### config.mk
export PLATFORM = sky130hd
export DESIGN_NAME = pipeline_stage_controller
export DESIGN_NICKNAME = d
export VERILOG_FILES = /design/src/rtl/pipeline_stage_controller_pkg.sv /design/src/rtl/pipeline_stage_controller_hazard_detect.sv /design/src/rtl/pipeline_stage_controller.sv
export SDC_FILE = /design/constraint.sdc
export NUM_CORES = 1
export LEC_CHECK = 0
export CAP_MARGIN = 20
export CORE_MARGIN = 8
export CORE_UTILIZATION = 48
export CTS_BUF_LIST = sky130_fd_sc_hd__clkbuf_16
export CTS_CLUSTER_SIZE = 14
export DETAILED_ROUTE_END_ITERATION = 8
export GPL_ROUTABILITY_DRIVEN = 0
export PLACE_DENSITY = 0.88
export SYNTH_ARGS = -nofsm -noshare
export SYNTH_HDL_FRONTEND = slang
export SYNTH_SLANG_ARGS = --single-unit
### constraint.sdc
create_clock -name clk -period 2.5 [get_ports clk]
set_input_delay 0.5 -clock clk [delete_from_list [all_inputs] [get_ports clk]]
set_output_delay 0.5 -clock clk [all_outputs]
set_load 0.02 [all_outputs]
### src/rtl/pipeline_stage_controller_pkg.sv
// Shared types for the pipeline stage controller: FSM state encoding and register-index width.
package pipeline_stage_controller_pkg;

   localparam int REG_IDX_W = 4;

   typedef enum logic [1:0] {
      ST_RUN       = 2'd0,
      ST_MEM_WAIT  = 2'd1,
      ST_BR_SHADOW = 2'd2,
      ST_RSVD      = 2'd3
   } state_e;

endpackage

### src/rtl/pipeline_stage_controller_hazard_detect.sv
// Purely combinational RAW hazard detector comparing ID sources against EXE/MEM destinations.
module hazard_detect
   import pipeline_stage_controller_pkg::*;
(
   input  logic [REG_IDX_W-1:0] id_src1,
   input  logic [REG_IDX_W-1:0] id_src2,
   input  logic                 id_two_src,
   input  logic                 id_ignore_hazard,
   input  logic [REG_IDX_W-1:0] exe_dest,
   input  logic                 exe_wb_en,
   input  logic                 exe_mem_read,
   input  logic [REG_IDX_W-1:0] mem_dest,
   input  logic                 mem_wb_en,
   input  logic                 fwd_en,
   output logic                 raw_hazard
);

   logic exe_match;
   logic mem_match;

   always_comb begin
      exe_match  = exe_wb_en & ((id_src1 == exe_dest) | (id_two_src & (id_src2 == exe_dest)));
      mem_match  = mem_wb_en & ((id_src1 == mem_dest) | (id_two_src & (id_src2 == mem_dest)));
      // With forwarding, only a load in EXE cannot be bypassed in time.
      raw_hazard = fwd_en ? (exe_match & exe_mem_read) : (exe_match | mem_match);
      if (id_ignore_hazard) begin
         raw_hazard = 1'b0;
      end
   end

endmodule

### src/rtl/pipeline_stage_controller.sv
// Pipeline stall/flush controller: data-hazard bubbles, branch flush shadow, memory-wait freeze,
// with a saturating stall counter and a sticky memory-timeout flag.
module pipeline_stage_controller
   import pipeline_stage_controller_pkg::*;
#(
   parameter int WAIT_LIMIT = 255,
   parameter int CNT_W      = 16
) (
   input  logic                 clk,
   input  logic                 rst,
   input  logic [REG_IDX_W-1:0] id_src1,
   input  logic [REG_IDX_W-1:0] id_src2,
   input  logic                 id_two_src,
   input  logic                 id_ignore_hazard,
   input  logic [REG_IDX_W-1:0] exe_dest,
   input  logic                 exe_wb_en,
   input  logic                 exe_mem_read,
   input  logic [REG_IDX_W-1:0] mem_dest,
   input  logic                 mem_wb_en,
   input  logic                 fwd_en,
   input  logic                 branch_taken,
   input  logic                 mem_req,
   input  logic                 mem_ready,
   output logic                 hazard,
   output logic                 freeze_if,
   output logic                 freeze_pipe,
   output logic                 flush,
   output logic [1:0]           state,
   output logic [CNT_W-1:0]     stall_count,
   output logic                 mem_timeout
);

   localparam int WCNT_W = $clog2(WAIT_LIMIT + 1);
   localparam logic [WCNT_W-1:0] WAIT_MAX = WCNT_W'(WAIT_LIMIT);

   state_e            state_q, state_d;
   logic [WCNT_W-1:0] wait_cnt_q, wait_cnt_d;
   logic [CNT_W-1:0]  stall_cnt_q, stall_cnt_d;
   logic              timeout_q, timeout_d;

   logic raw_hazard;
   logic freeze_pipe_c;
   logic flush_c;
   logic hazard_c;
   logic freeze_if_c;

   hazard_detect u_hazard_detect (
      .id_src1          (id_src1),
      .id_src2          (id_src2),
      .id_two_src       (id_two_src),
      .id_ignore_hazard (id_ignore_hazard),
      .exe_dest         (exe_dest),
      .exe_wb_en        (exe_wb_en),
      .exe_mem_read     (exe_mem_read),
      .mem_dest         (mem_dest),
      .mem_wb_en        (mem_wb_en),
      .fwd_en           (fwd_en),
      .raw_hazard       (raw_hazard)
   );

   always_comb begin
      freeze_pipe_c = mem_req & ~mem_ready;
      flush_c       = branch_taken & ~freeze_pipe_c;
      hazard_c      = raw_hazard & ~freeze_pipe_c & ~flush_c & (state_q != ST_BR_SHADOW);
      freeze_if_c   = hazard_c | freeze_pipe_c;
   end

   always_comb begin
      state_d = state_q;
      unique case (state_q)
         ST_RUN, ST_BR_SHADOW: begin
            if (freeze_pipe_c) begin
               state_d = ST_MEM_WAIT;
            end else if (flush_c) begin
               state_d = ST_BR_SHADOW;
            end else begin
               state_d = ST_RUN;
            end
         end
         ST_MEM_WAIT: begin
            // A branch held off by the wait is taken on the release cycle.
            if (!freeze_pipe_c) begin
               state_d = branch_taken ? ST_BR_SHADOW : ST_RUN;
            end
         end
         default: state_d = ST_RUN;
      endcase
   end

   always_comb begin
      wait_cnt_d  = wait_cnt_q;
      timeout_d   = timeout_q;
      stall_cnt_d = stall_cnt_q;
      if (state_q == ST_MEM_WAIT) begin
         if (wait_cnt_q != WAIT_MAX) begin
            wait_cnt_d = wait_cnt_q + 1'b1;
         end
         if ((wait_cnt_d == WAIT_MAX) && !mem_ready) begin
            timeout_d = 1'b1;
         end
      end else if (state_d == ST_MEM_WAIT) begin
         wait_cnt_d = '0;
      end
      if (freeze_if_c && (stall_cnt_q != {CNT_W{1'b1}})) begin
         stall_cnt_d = stall_cnt_q + 1'b1;
      end
   end

   always_ff @(posedge clk) begin
      if (rst) begin
         state_q     <= ST_RUN;
         wait_cnt_q  <= '0;
         stall_cnt_q <= '0;
         timeout_q   <= 1'b0;
      end else begin
         state_q     <= state_d;
         wait_cnt_q  <= wait_cnt_d;
         stall_cnt_q <= stall_cnt_d;
         timeout_q   <= timeout_d;
      end
   end

   // Reset holds every observable output at its idle value, even before the first edge.
   assign hazard      = hazard_c & ~rst;
   assign freeze_if   = freeze_if_c & ~rst;
   assign freeze_pipe = freeze_pipe_c & ~rst;
   assign flush       = flush_c & ~rst;
   assign state       = rst ? ST_RUN : state_q;
   assign stall_count = rst ? '0 : stall_cnt_q;
   assign mem_timeout = timeout_q & ~rst;

endmodule

-- Word-level counts from Yosys, hierarchy flattened
Cells that the tools add are included.
- register bits: 27
- bits of input ports: 27
- add/sub/neg operators: 2
- eq/ne operators: 11
- bitwise logic cells: 23
- reduce and logical (&&, ||, !) cells: 7
- muxes and demuxes: 13
- operators with widths (operator ; number):
    $mux 8 ; 4
    $add 16x1->16 const B ; 1
    $eq 4x4->1 ; 4
    $mux 16 ; 1
    $ne 16x16->1 const B ; 1
    $and 1x1->1 ; 15
    $mux 2 ; 5
    $add 8x1->8 const B ; 1
    $eq 8x8->1 const B ; 1
    $ne 8x8->1 const B ; 1
    $eq 2x1->1 const B ; 2
    $not 1->1 ; 4
    $or 1x1->1 ; 4
    $pmux 2 s2 ; 1
    $eq 2x2->1 const B ; 1
    $logic_and 1x1->1 ; 2
    $logic_not 2->1 ; 1
    $mux 1 ; 2
    $ne 2x2->1 const B ; 1
    $reduce_and 2->1 ; 1
    $reduce_bool 2->1 ; 1
    $reduce_or 2->1 ; 1
    $logic_not 1->1 ; 1

-- Logic depth before layout (Yosys ltp)
Gate-level depths: netlist of the first run.
- word-level depth: 12
- mapped depth: 8
- gate-level depth less buffers: 7

-- Modules after synthesis
From an unflattened synthesis of the first run, not the netlist that was laid out.
- cell total of the unflattened synthesis: 218
- area, all modules: 1813.0 sq um
- modules (own cells, without submodules) (module ; cells each ; sequential area each (sq um) ; area an instance (sq um) ; instances):
    pipeline_stage_controller ; 191 ; 540.5 ; 1610.3 ; 1
    hazard_detect ; 27 ; 0.0 ; 202.7 ; 1

-- Worst setup path after synthesis of the first run
No wires, ideal clock.
- path kind: input -> output
- start point: input port id_src2[3]
- end point: output port hazard
- stages: 6
- path slack: 0.117 ns
- data required time: 2.000 ns
- path buffers: 1
- arrival time: 1.883 ns
- cells stage by stage: xnor2_1 nand3_1 o32ai_4 o21ai_4 buf_6 nor3_1
- cells in the longest elaborated chain, start to end: 11
- elaborated cells between the ends (all ways): 16
- classes of those cells: 2 x eq/ne; 2 x mux; 12 x bitwise
- ends and longest elaborated chain (element ; RTL line ; RTL):
    start, declared ; pipeline_stage_controller.sv:12 ; input logic [REG_IDX_W-1:0] id_src2,
    $eq 4x4->1 (on tied branches) ; pipeline_stage_controller_hazard_detect.sv:22, pipeline_stage_controller_hazard_detect.sv:23 ;
    $and 1x1->1 (on tied branches) ; pipeline_stage_controller_hazard_detect.sv:22, pipeline_stage_controller_hazard_detect.sv:23 ;
    $or 1x1->1 (on tied branches) ; pipeline_stage_controller_hazard_detect.sv:22, pipeline_stage_controller_hazard_detect.sv:23 ;
    $and 1x1->1 (on tied branches) ; pipeline_stage_controller_hazard_detect.sv:22, pipeline_stage_controller_hazard_detect.sv:23 ;
    $or 1x1->1 / $and 1x1->1 (equally long branches) ; pipeline_stage_controller_hazard_detect.sv:25 ; raw_hazard = fwd_en ? (exe_match & exe_mem_read) : (exe_match | mem_match);
    $mux 1 * ; pipeline_stage_controller_hazard_detect.sv:25 ;
    $mux 1 * ; pipeline_stage_controller_hazard_detect.sv:26 ; if (id_ignore_hazard) begin
    $and 1x1->1 * (3 in series) ; pipeline_stage_controller.sv:64 ; hazard_c = raw_hazard & ~freeze_pipe_c & ~flush_c & (state_q != ST_BR_SHADOW);
    $and 1x1->1 * ; pipeline_stage_controller.sv:124 ; assign hazard = hazard_c & ~rst;
    end, declared ; pipeline_stage_controller.sv:24 ; output logic hazard,
Every way passes the cells marked *; elsewhere a longest branch is shown, timed or not.

-- Worst setup path after layout of the first run
- start point: input port exe_dest[1]
- end point: output port hazard
- cells in the longest elaborated chain, start to end: 11
- elaborated cells between the ends (all ways): 13
- classes of those cells: 2 x eq/ne; 2 x mux; 9 x bitwise
- ends and longest elaborated chain (element ; RTL line ; RTL):
    start, declared ; pipeline_stage_controller.sv:15 ; input logic [REG_IDX_W-1:0] exe_dest,
    $eq 4x4->1 ; pipeline_stage_controller_hazard_detect.sv:22 ; exe_match = exe_wb_en & ((id_src1 == exe_dest) | (id_two_src & (id_src2 == exe_dest)));
    $and 1x1->1 ; pipeline_stage_controller_hazard_detect.sv:22 ;
    $or 1x1->1 * ; pipeline_stage_controller_hazard_detect.sv:22 ;
    $and 1x1->1 * ; pipeline_stage_controller_hazard_detect.sv:22 ;
    $or 1x1->1 / $and 1x1->1 (equally long branches) ; pipeline_stage_controller_hazard_detect.sv:25 ;
    $mux 1 * ; pipeline_stage_controller_hazard_detect.sv:25 ;
    $mux 1 * ; pipeline_stage_controller_hazard_detect.sv:26 ;
    $and 1x1->1 * (3 in series) ; pipeline_stage_controller.sv:64 ;
    $and 1x1->1 * ; pipeline_stage_controller.sv:124 ;
Marks and branches as above.

==> results of run 1 <==
-- worst max-delay path by stage --
stage                      from     end  slack [ns]
floorplan            id_src2[3]  hazard        0.12
global placement     id_src2[1]  hazard       -0.48
detailed placement  mem_dest[1]  hazard       -0.54
CTS                 mem_dest[1]  hazard      -0.007
global route        exe_dest[1]  hazard       -0.11
finish              exe_dest[1]  hazard       -0.05
-- per-stage QoR --
| step | cell area, µm² | TNS [ns] | power [mW] |
|---|---|---|---|
| after floorplan | 1990 | 0 | 0.535 |
| after CTS | 2710 | -0.00681 | 0.992 |
| after detailed placement | 2590 | -3.79 | 0.629 |
| final | 2800 | -0.0577 | 0.997 |
| after global routing | 2800 | -0.147 | 1.04 |
| after global placement | 2590 | -2.81 | 0.624 |
-- layer usage --
metal	GRT usage, %	up-vias
met5	0	-
met2	31.4	53
met3	3.35	6
li1	-	931
met1	18.3	937
met4	4.36	0
-- cell type report --
class                      instances  area share [%]
tap                               50            2.23
multi-input combinational        183            52.2
timing repair buffer              62            22.8
inverter                           5           0.670
sequential                        27            19.3
clock buffer                       3            2.68
clock inverter                     1           0.134
-- worst reg2reg max path, cell delays in order, from the launching register on --
cell                        delay (ns)
sky130_fd_sc_hd__dfxtp_1          0.35
sky130_fd_sc_hd__ha_1             0.24
sky130_fd_sc_hd__and4_1           0.24
sky130_fd_sc_hd__nand3_1          0.23
sky130_fd_sc_hd__nor2_1           0.09
sky130_fd_sc_hd__and3_4           0.29
sky130_fd_sc_hd__a2111oi_4        0.31
sky130_fd_sc_hd__mux2_1           0.36
-- power by group through the flow --
stage	Clock, mW	Combinational, mW	Sequential, mW
after CTS	0.369	0.182	0.441
after floorplan	0	0.0864	0.449
after global routing	0.391	0.205	0.441
after detailed placement	0	0.178	0.451
after global placement	0	0.173	0.450
final	0.364	0.192	0.441
-- cell families (layout without fill, tap and decap cells) --
logic type | Yosys count | after routing | synth area share, %
and+or+nand+nor | 93 | 93 | 24.4
DFF | 27 | 27 | 27.1
xor gates and xnor gates | 17 | 17 | 7.48
AOI/OAI and AO/OA | 54 | 54 | 24.0
buffers and inverters | 16 | 71 | 4.08
adders and majority gates | 2 | 2 | 1.26
muxes | 17 | 17 | 11.6
-- sequential cells by signal (all words and copies together) (netlist names) --
name / cells
state_q: 2
timeout_q: 1
stall_cnt_q: 16
wait_cnt_q: 8
-- repair_timing --
action | in CTS | in global routing
pin swaps | 3 | 5
gates resized for setup | 21 | 25
setup endpoints to repair | 10 | 18
-- placed cells by master (no fill, tap or decap), drive strengths merged, types with 3 or more instances in the layout --
cell type	n
mux2	16
nand2b	3
a211oi	12
buf	15
nand2	13
inv	6
dlygate4sd2	5
clkdlybuf4s50	24
nand4	6
and3	7
a21oi	11
a2111oi	6
o21ai	10
nand3	11
nor2	24
a31oi	4
dlymetal6s2s	18
nor2b	19
clkbuf	3
dfxtp	27
xnor2	15
==> out/qor_table.md, run 1 <==
| Parameter | This run | Unit |
|:---|:---|:---|
| Final Hold Slack | 0.540 | ns |
| FF+latch count, synth | 27 | - |
| Cell area power density | 356 | nW/µm² |
| Height of the die | 80.4 | µm |
| Wire length per cell after detailed routing | 17.0 | µm |
| Worst reg2reg path startpoint | stall_cnt_q[0]$_SDFFE_PP0P_ | - |
| Vias in the first global route | 1882 | - |
| Remaining antenna violation count after routing | 0 | - |
| Wire length of the first global-routing pass | 8750 | µm |
| Register area share after synthesis | 27.1 | % |
| Critical path required time | 2.00 | ns |
| PortBufs | 49 | - |
| Library cell occupying the most area in the post-synthesis netlist | sky130_fd_sc_hd__dfxtp_1 | - |
| Number of top-level design ports | 50 | - |
| Antenna cells | 0 | - |
| Final worst-path setup slack | -0.0472 | ns |
| Number of rows created at floorplan | 23 | - |
| Amount of wire on met2 after detailed routing | 3030 | µm |
| Top cell types by occurrence after synthesis | sky130_fd_sc_hd__dfxtp_1, sky130_fd_sc_hd__nor2_1, sky130_fd_sc_hd__nor2b_1, sky130_fd_sc_hd__xnor2_1, sky130_fd_sc_hd__nand2_1 | - |
| Largest driver fanout on the critical path | 3 | - |
| Detailed-router iteration count before antenna repair | 4 | - |
| Instance count along the most critical hold path | 1 | - |
| Type of the tightest min-delay check | reg -> reg | - |
| Max_cap viols | 0 | - |
| Highest clock frequency the design can meet | 393 | MHz |
| Synthesized area divided by synthesized cell count | 8.81 | µm² |
| TritonCTS clock tree | yes | - |
| Area enclosed by the die boundary | 6470 | µm² |
| Area of all sequential standard cells | 541 | µm² |
| Worst reg2reg endpoint | stall_cnt_q[9]$_SDFFE_PP0P_ | - |
| Minimum clock period after layout | 2.55 | ns |
| Summed instance area of the synthesized netlist | 1990 | µm² |
| Worst Hold Launch | state_q[0]$_SDFF_PP0_ | - |
| Final Hold Fails | 0 | - |
| Result of the run | finished with violations | - |
| Clock Skew | 0.00370 | ns |
| Number of setup violations in the final report | 2 | - |
| Worst setup path category | in -> out | - |
| Proportion of layout cells with a drive suffix above 1 | 20.3 | % |
| Biggest area contributors in the synthesized netlist | sky130_fd_sc_hd__dfxtp_1, sky130_fd_sc_hd__mux2_4, sky130_fd_sc_hd__xnor2_1 | - |
| Max Used Layer | met4 | - |
| DRT met1 WL | 2310 | µm |
| Worst voltage drop across the vdd grid | 0.000366 | V |
| Arrival @ worst endpoint | 2.05 | ns |
| Antenna violations before repair | 0 | - |
| Cells after Synth | 226 | - |
| Wire length on met3 | 204 | µm |
| Post-synth top area share | 27.1 | % |
| Post-DP HPWL | 4060 | µm |
| Worst hold endpoint | state_q[0]$_SDFF_PP0_ | - |
| Fraction of power consumed by sequential logic | 44.2 | % |
| P_int | 0.748 | mW |
| Final standard cell utilization of the core | 70.0 | % |
| Clock Pin Slew Worst Setup and Hold Paths | 0.07 | ns |
| Root buffer cell | sky130_fd_sc_hd__clkbuf_16 | - |
| Clock buffer depth | 2 | - |
| Overall track demand over capacity in global routing | 16.7 | % |
| Delay-heaviest family, CP | buffers and inverters | - |
| Multi-input gate area in the final layout | 1460 | µm² |
| Post-synthesis cell type count | 48 | - |
| # H-tree levels | 1 | - |
| Routed wire length | 5630 | µm |
| Area of the core region | 4000 | µm² |
| Number of filler cells placed in the layout | 283 | - |
| Final std cells w/o fill | 331 | - |
| Width of the die | 80.4 | µm |
| Element type at the critical path start | primary input | - |
| Critical-path cell list | clkdlybuf4s50_1 > xnor2_1 > o2111ai_1 > o22ai_2 > o21ai_4 > nor3_2 > buf_4 | - |
| Net count of the mapped netlist | 255 | - |
| Placed cell count | 327 | - |
| Sw Ratio | 25.0 | % |
| Cell with the largest stage delay on the worst path | sky130_fd_sc_hd__clkdlybuf4s50_1 | - |
| Psw | 0.249 | mW |
| Number of design rule violations left after detail routing | 0 | - |
| Maximum number of pins on one net before global-route repair | 22 | - |
| Quantity of hold-fixing buffers added after cts | 0 | - |
| NumNets Final | 311 | - |
| Total clock buffers created by CTS | 3 | - |
| Kind of end point of the critical path | primary output | - |
| Total clock sinks | 27 | - |
| Via/cell ratio | 5.82 | - |
| Later-pin clock latency in the skew report | 0.26 | ns |
| Count leader, synth | sky130_fd_sc_hd__dfxtp_1 | - |
| Worst slew slack as a fraction of its limit | 62.3 | % |
| Vias | 1927 | - |
| Sum of overflow across all layers after global routing | 0 | - |
| Number of cell instances on the worst register-to-register path | 7 | - |
| Max-slew violations | 0 | - |
| DRC marker count from the first detailed-route iteration | 115 | - |
| Setup WS pre-CTS | -0.535 | ns |
| Synth-to-Final Area Change | 40.6 | % |
| Worst reg2reg setup slack | 0.29 | ns |
| Failing checks | negative setup slack | - |
| Final Cycle Share | 102 | % |
| Total setup buffers inserted after CTS | 0 | - |
| Count of warnings emitted by yosys | 0 | - |
| Critical path's largest stage delay | 0.45 | ns |
| Cell leakage power | 1.24 | nW |
| Actual transition at the worst max-transition pin | 0.563 | ns |
| Count of buffer and inverter cells on the critical path | 2 | - |
| Power share of the combinational group | 19.3 | % |
| Depth of the critical timing path with buffers and inverters included | 7 | - |
| Clock network power share | 36.5 | % |
| Initial Utilization | 49.8 | % |
| Most used flip-flop cell after synthesis | sky130_fd_sc_hd__dfxtp_1 | - |
| FFs w/ async S/R, synth | 0 | % |
| Number of synthesized flops with an enable pin | 0 | - |
No activity file was read; power rests on OpenSTA's default activity.
==> inputs of run 2 (changes only) <==
ABC_CLOCK_PERIOD_IN_PS = 2500   (was default)
CTS_CLUSTER_DIAMETER = 40   (was default)
RECOVER_POWER = 25   (was default)
==> run 2 against run 1 <==
  * The run still ends with negative setup slack left
  * Largest power group unchanged
  * Combinational power about the same
  * Via count about the same
  * Total power decreased by 0.23%
  * Non-clock buffer count unchanged
  * Clock skew increased by 0.0017 ns
  * Final area decreased by 0.54%
==> out/qor_table.md, run 2 (same netlist as run 1, synthesis figures left out) <==
| Parameter | This run | Unit | vs previous |
|:---|:---|:---|:---|
| Clock Skew | 0.00542 | ns | was 0.00370 ns |
| Largest driver fanout on the critical path | 3 | - | unchanged |
| Cell area power density | 357 | nW/µm² | was 356 nW/µm² |
| Amount of wire on met2 after detailed routing | 3090 | µm | was 3030 µm |
| TritonCTS clock tree | yes | - | unchanged |
| Kind of end point of the critical path | primary output | - | unchanged |
| Post-DP HPWL | 4060 | µm | unchanged |
| Area of the core region | 4000 | µm² | unchanged |
| Type of the tightest min-delay check | reg -> reg | - | unchanged |
| Max Used Layer | met4 | - | unchanged |
| Worst voltage drop across the vdd grid | 0.000367 | V | was 0.000366 V |
| DRC marker count from the first detailed-route iteration | 95 | - | was 115 |
| Worst reg2reg path startpoint | stall_cnt_q[0]$_SDFFE_PP0P_ | - | unchanged |
| Worst setup path category | in -> out | - | unchanged |
| NumNets Final | 311 | - | unchanged |
| Worst Hold Launch | state_q[0]$_SDFF_PP0_ | - | unchanged |
| Routed wire length | 5620 | µm | was 5630 µm |
| Initial Utilization | 49.8 | % | unchanged |
| # H-tree levels | 1 | - | unchanged |
| Count of buffer and inverter cells on the critical path | 2 | - | unchanged |
| Wire length on met3 | 253 | µm | was 204 µm |
| Vias | 1928 | - | was 1927 |
| Number of setup violations in the final report | 2 | - | unchanged |
| Instance count along the most critical hold path | 1 | - | unchanged |
| Cell leakage power | 1.21 | nW | was 1.24 nW |
| Final Cycle Share | 102 | % | about the same |
| Width of the die | 80.4 | µm | unchanged |
| Quantity of hold-fixing buffers added after cts | 0 | - | unchanged |
| Setup WS pre-CTS | -0.535 | ns | unchanged |
| Failing checks | negative setup slack | - | unchanged |
| Maximum number of pins on one net before global-route repair | 22 | - | unchanged |
| Clock Pin Slew Worst Setup and Hold Paths | 0.07 | ns | about the same |
| Max-slew violations | 0 | - | unchanged |
| DRT met1 WL | 2190 | µm | was 2310 µm |
| Number of cell instances on the worst register-to-register path | 7 | - | unchanged |
| Final worst-path setup slack | -0.0482 | ns | was -0.0472 ns |
| Critical path's largest stage delay | 0.45 | ns | about the same |
| Clock buffer depth | 2 | - | unchanged |
| Depth of the critical timing path with buffers and inverters included | 7 | - | unchanged |
| Height of the die | 80.4 | µm | unchanged |
| Registers with the most flip-flops | stall_cnt_q (16), wait_cnt_q (8), state_q (2) | - | unchanged |
| Final standard cell utilization of the core | 69.6 | % | was 70.0% |
| Arrival @ worst endpoint | 2.05 | ns | about the same |
| Total clock buffers created by CTS | 3 | - | unchanged |
| Timing startpoint of the critical path | exe_dest[1] | - | unchanged |
| Antenna cells | 0 | - | unchanged |
| Minimum clock period after layout | 2.55 | ns | about the same |
| Remaining antenna violation count after routing | 0 | - | unchanged |
| Total clock sinks | 27 | - | unchanged |
| Critical path required time | 2.00 | ns | about the same |
| Via/cell ratio | 5.82 | - | about the same |
| Flip-flop count of the largest register after layout | 16 | - | unchanged |
| Actual transition at the worst max-transition pin | 0.573 | ns | was 0.563 ns |
| Number of design rule violations left after detail routing | 0 | - | unchanged |
| Antenna violations before repair | 0 | - | unchanged |
| Element type at the critical path start | primary input | - | unchanged |
| Number of rows created at floorplan | 23 | - | unchanged |
| Largest register by flop count | stall_cnt_q | - | unchanged |
| Area enclosed by the die boundary | 6470 | µm² | unchanged |
| Number of filler cells placed in the layout | 284 | - | was 283 |
| Later-pin clock latency in the skew report | 0.26 | ns | about the same |
| Final Hold Fails | 0 | - | unchanged |
| Result of the run | finished with violations | - | unchanged |
| Critical-path cell list | clkdlybuf4s50_1 > xnor2_1 > o2111ai_1 > o22ai_2 > o21ai_4 > nor3_2 > buf_4 | - | unchanged |
| Detailed-router iteration count before antenna repair | 4 | - | unchanged |
| Worst reg2reg setup slack | 0.29 | ns | about the same |
| Vias in the first global route | 1882 | - | unchanged |
| Final Hold Slack | 0.538 | ns | was 0.540 ns |
| Worst reg2reg endpoint | stall_cnt_q[9]$_SDFFE_PP0P_ | - | unchanged |
| Highest clock frequency the design can meet | 392 | MHz | was 393 MHz |
| Sum of overflow across all layers after global routing | 0 | - | unchanged |
| Synth-to-Final Area Change | 39.8 | % | was 40.6% |
| PortBufs | 49 | - | unchanged |
| Delay-heaviest family, CP | buffers and inverters | - | unchanged |
| Total setup buffers inserted after CTS | 0 | - | unchanged |
| Worst hold endpoint | state_q[0]$_SDFF_PP0_ | - | unchanged |
| Most frequent standard cell in the layout excluding fill and tap cells | sky130_fd_sc_hd__dfxtp_1 | - | unchanged |
| Root buffer cell | sky130_fd_sc_hd__clkbuf_16 | - | unchanged |
| Cell with the largest stage delay on the worst path | sky130_fd_sc_hd__clkdlybuf4s50_1 | - | unchanged |
| Worst slew slack as a fraction of its limit | 61.8 | % | was 62.3% |
| Proportion of layout cells with a drive suffix above 1 | 19.9 | % | was 20.3% |
| Wire length of the first global-routing pass | 8750 | µm | unchanged |
| Overall track demand over capacity in global routing | 16.7 | % | unchanged |
| Max_cap viols | 0 | - | unchanged |
| Most used cells in the layout excluding fill and tap cells | sky130_fd_sc_hd__dfxtp_1, sky130_fd_sc_hd__nor2_1, sky130_fd_sc_hd__clkdlybuf4s50_1, sky130_fd_sc_hd__nor2b_1, sky130_fd_sc_hd__dlymetal6s2s_1 | - | unchanged |
| Number of top-level design ports | 50 | - | unchanged |
| Wire length per cell after detailed routing | 17.0 | µm | about the same |
[run 2: timing repair]
| item | 4_1_cts | 5_1_grt |
|---|---|---|
| pin swaps | 3 | 5 |
| setup endpoints to repair | 10 | 18 |
| gates resized for setup | 21 | 25 |
| endpoints found under the hold margin | 0 | 0 |
| gates cloned | 0 | 0 |
[run 2: metal layers]
layer	GRT usage (%)	up-vias
met2	31.4	64
met5	0	-
li1	-	934
met3	3.35	6
met1	18.3	924
met4	4.36	0
[run 2: how the worst max path moves through the flow]
stage	end	slack, ns
finish	hazard	-0.05
global route	hazard	-0.11
CTS	hazard	-0.007
detailed placement	hazard	-0.54
global placement	hazard	-0.48
floorplan	hazard	0.12
[run 2: final cells by class]
type                            instances  area (µm²)  share of cell area, %
Sequential cell                        27         541                   19.4
Clock inverter                          1        3.75                  0.135
Multi-Input combinational cell        183        1460                   52.5
Timing Repair Buffer                   62         623                   22.4
Inverter                                5        18.8                  0.674
Tap cell                               50        62.6                   2.25
Clock buffer                            3        75.1                   2.70
[run 2: metrics by stage]
step	power, mW	std cells	instance area, µm²	TNS (ns)
after detailed placement	0.629	327	2590	-3.79
after global routing	1.04	331	2790	-0.151
after CTS	0.992	331	2710	-0.00681
after floorplan	0.535	226	1990	0
final	0.994	331	2790	-0.0511
after global placement	0.624	327	2590	-2.81
[run 2: report_power, final]
group / total, mW / internal, mW / leakage (nW) / switching [mW]
Combinational: 0.190 / 0.0969 / 0.952 / 0.0931
Sequential: 0.441 / 0.435 / 0.218 / 0.00636
Clock: 0.364 / 0.214 / 0.0423 / 0.149
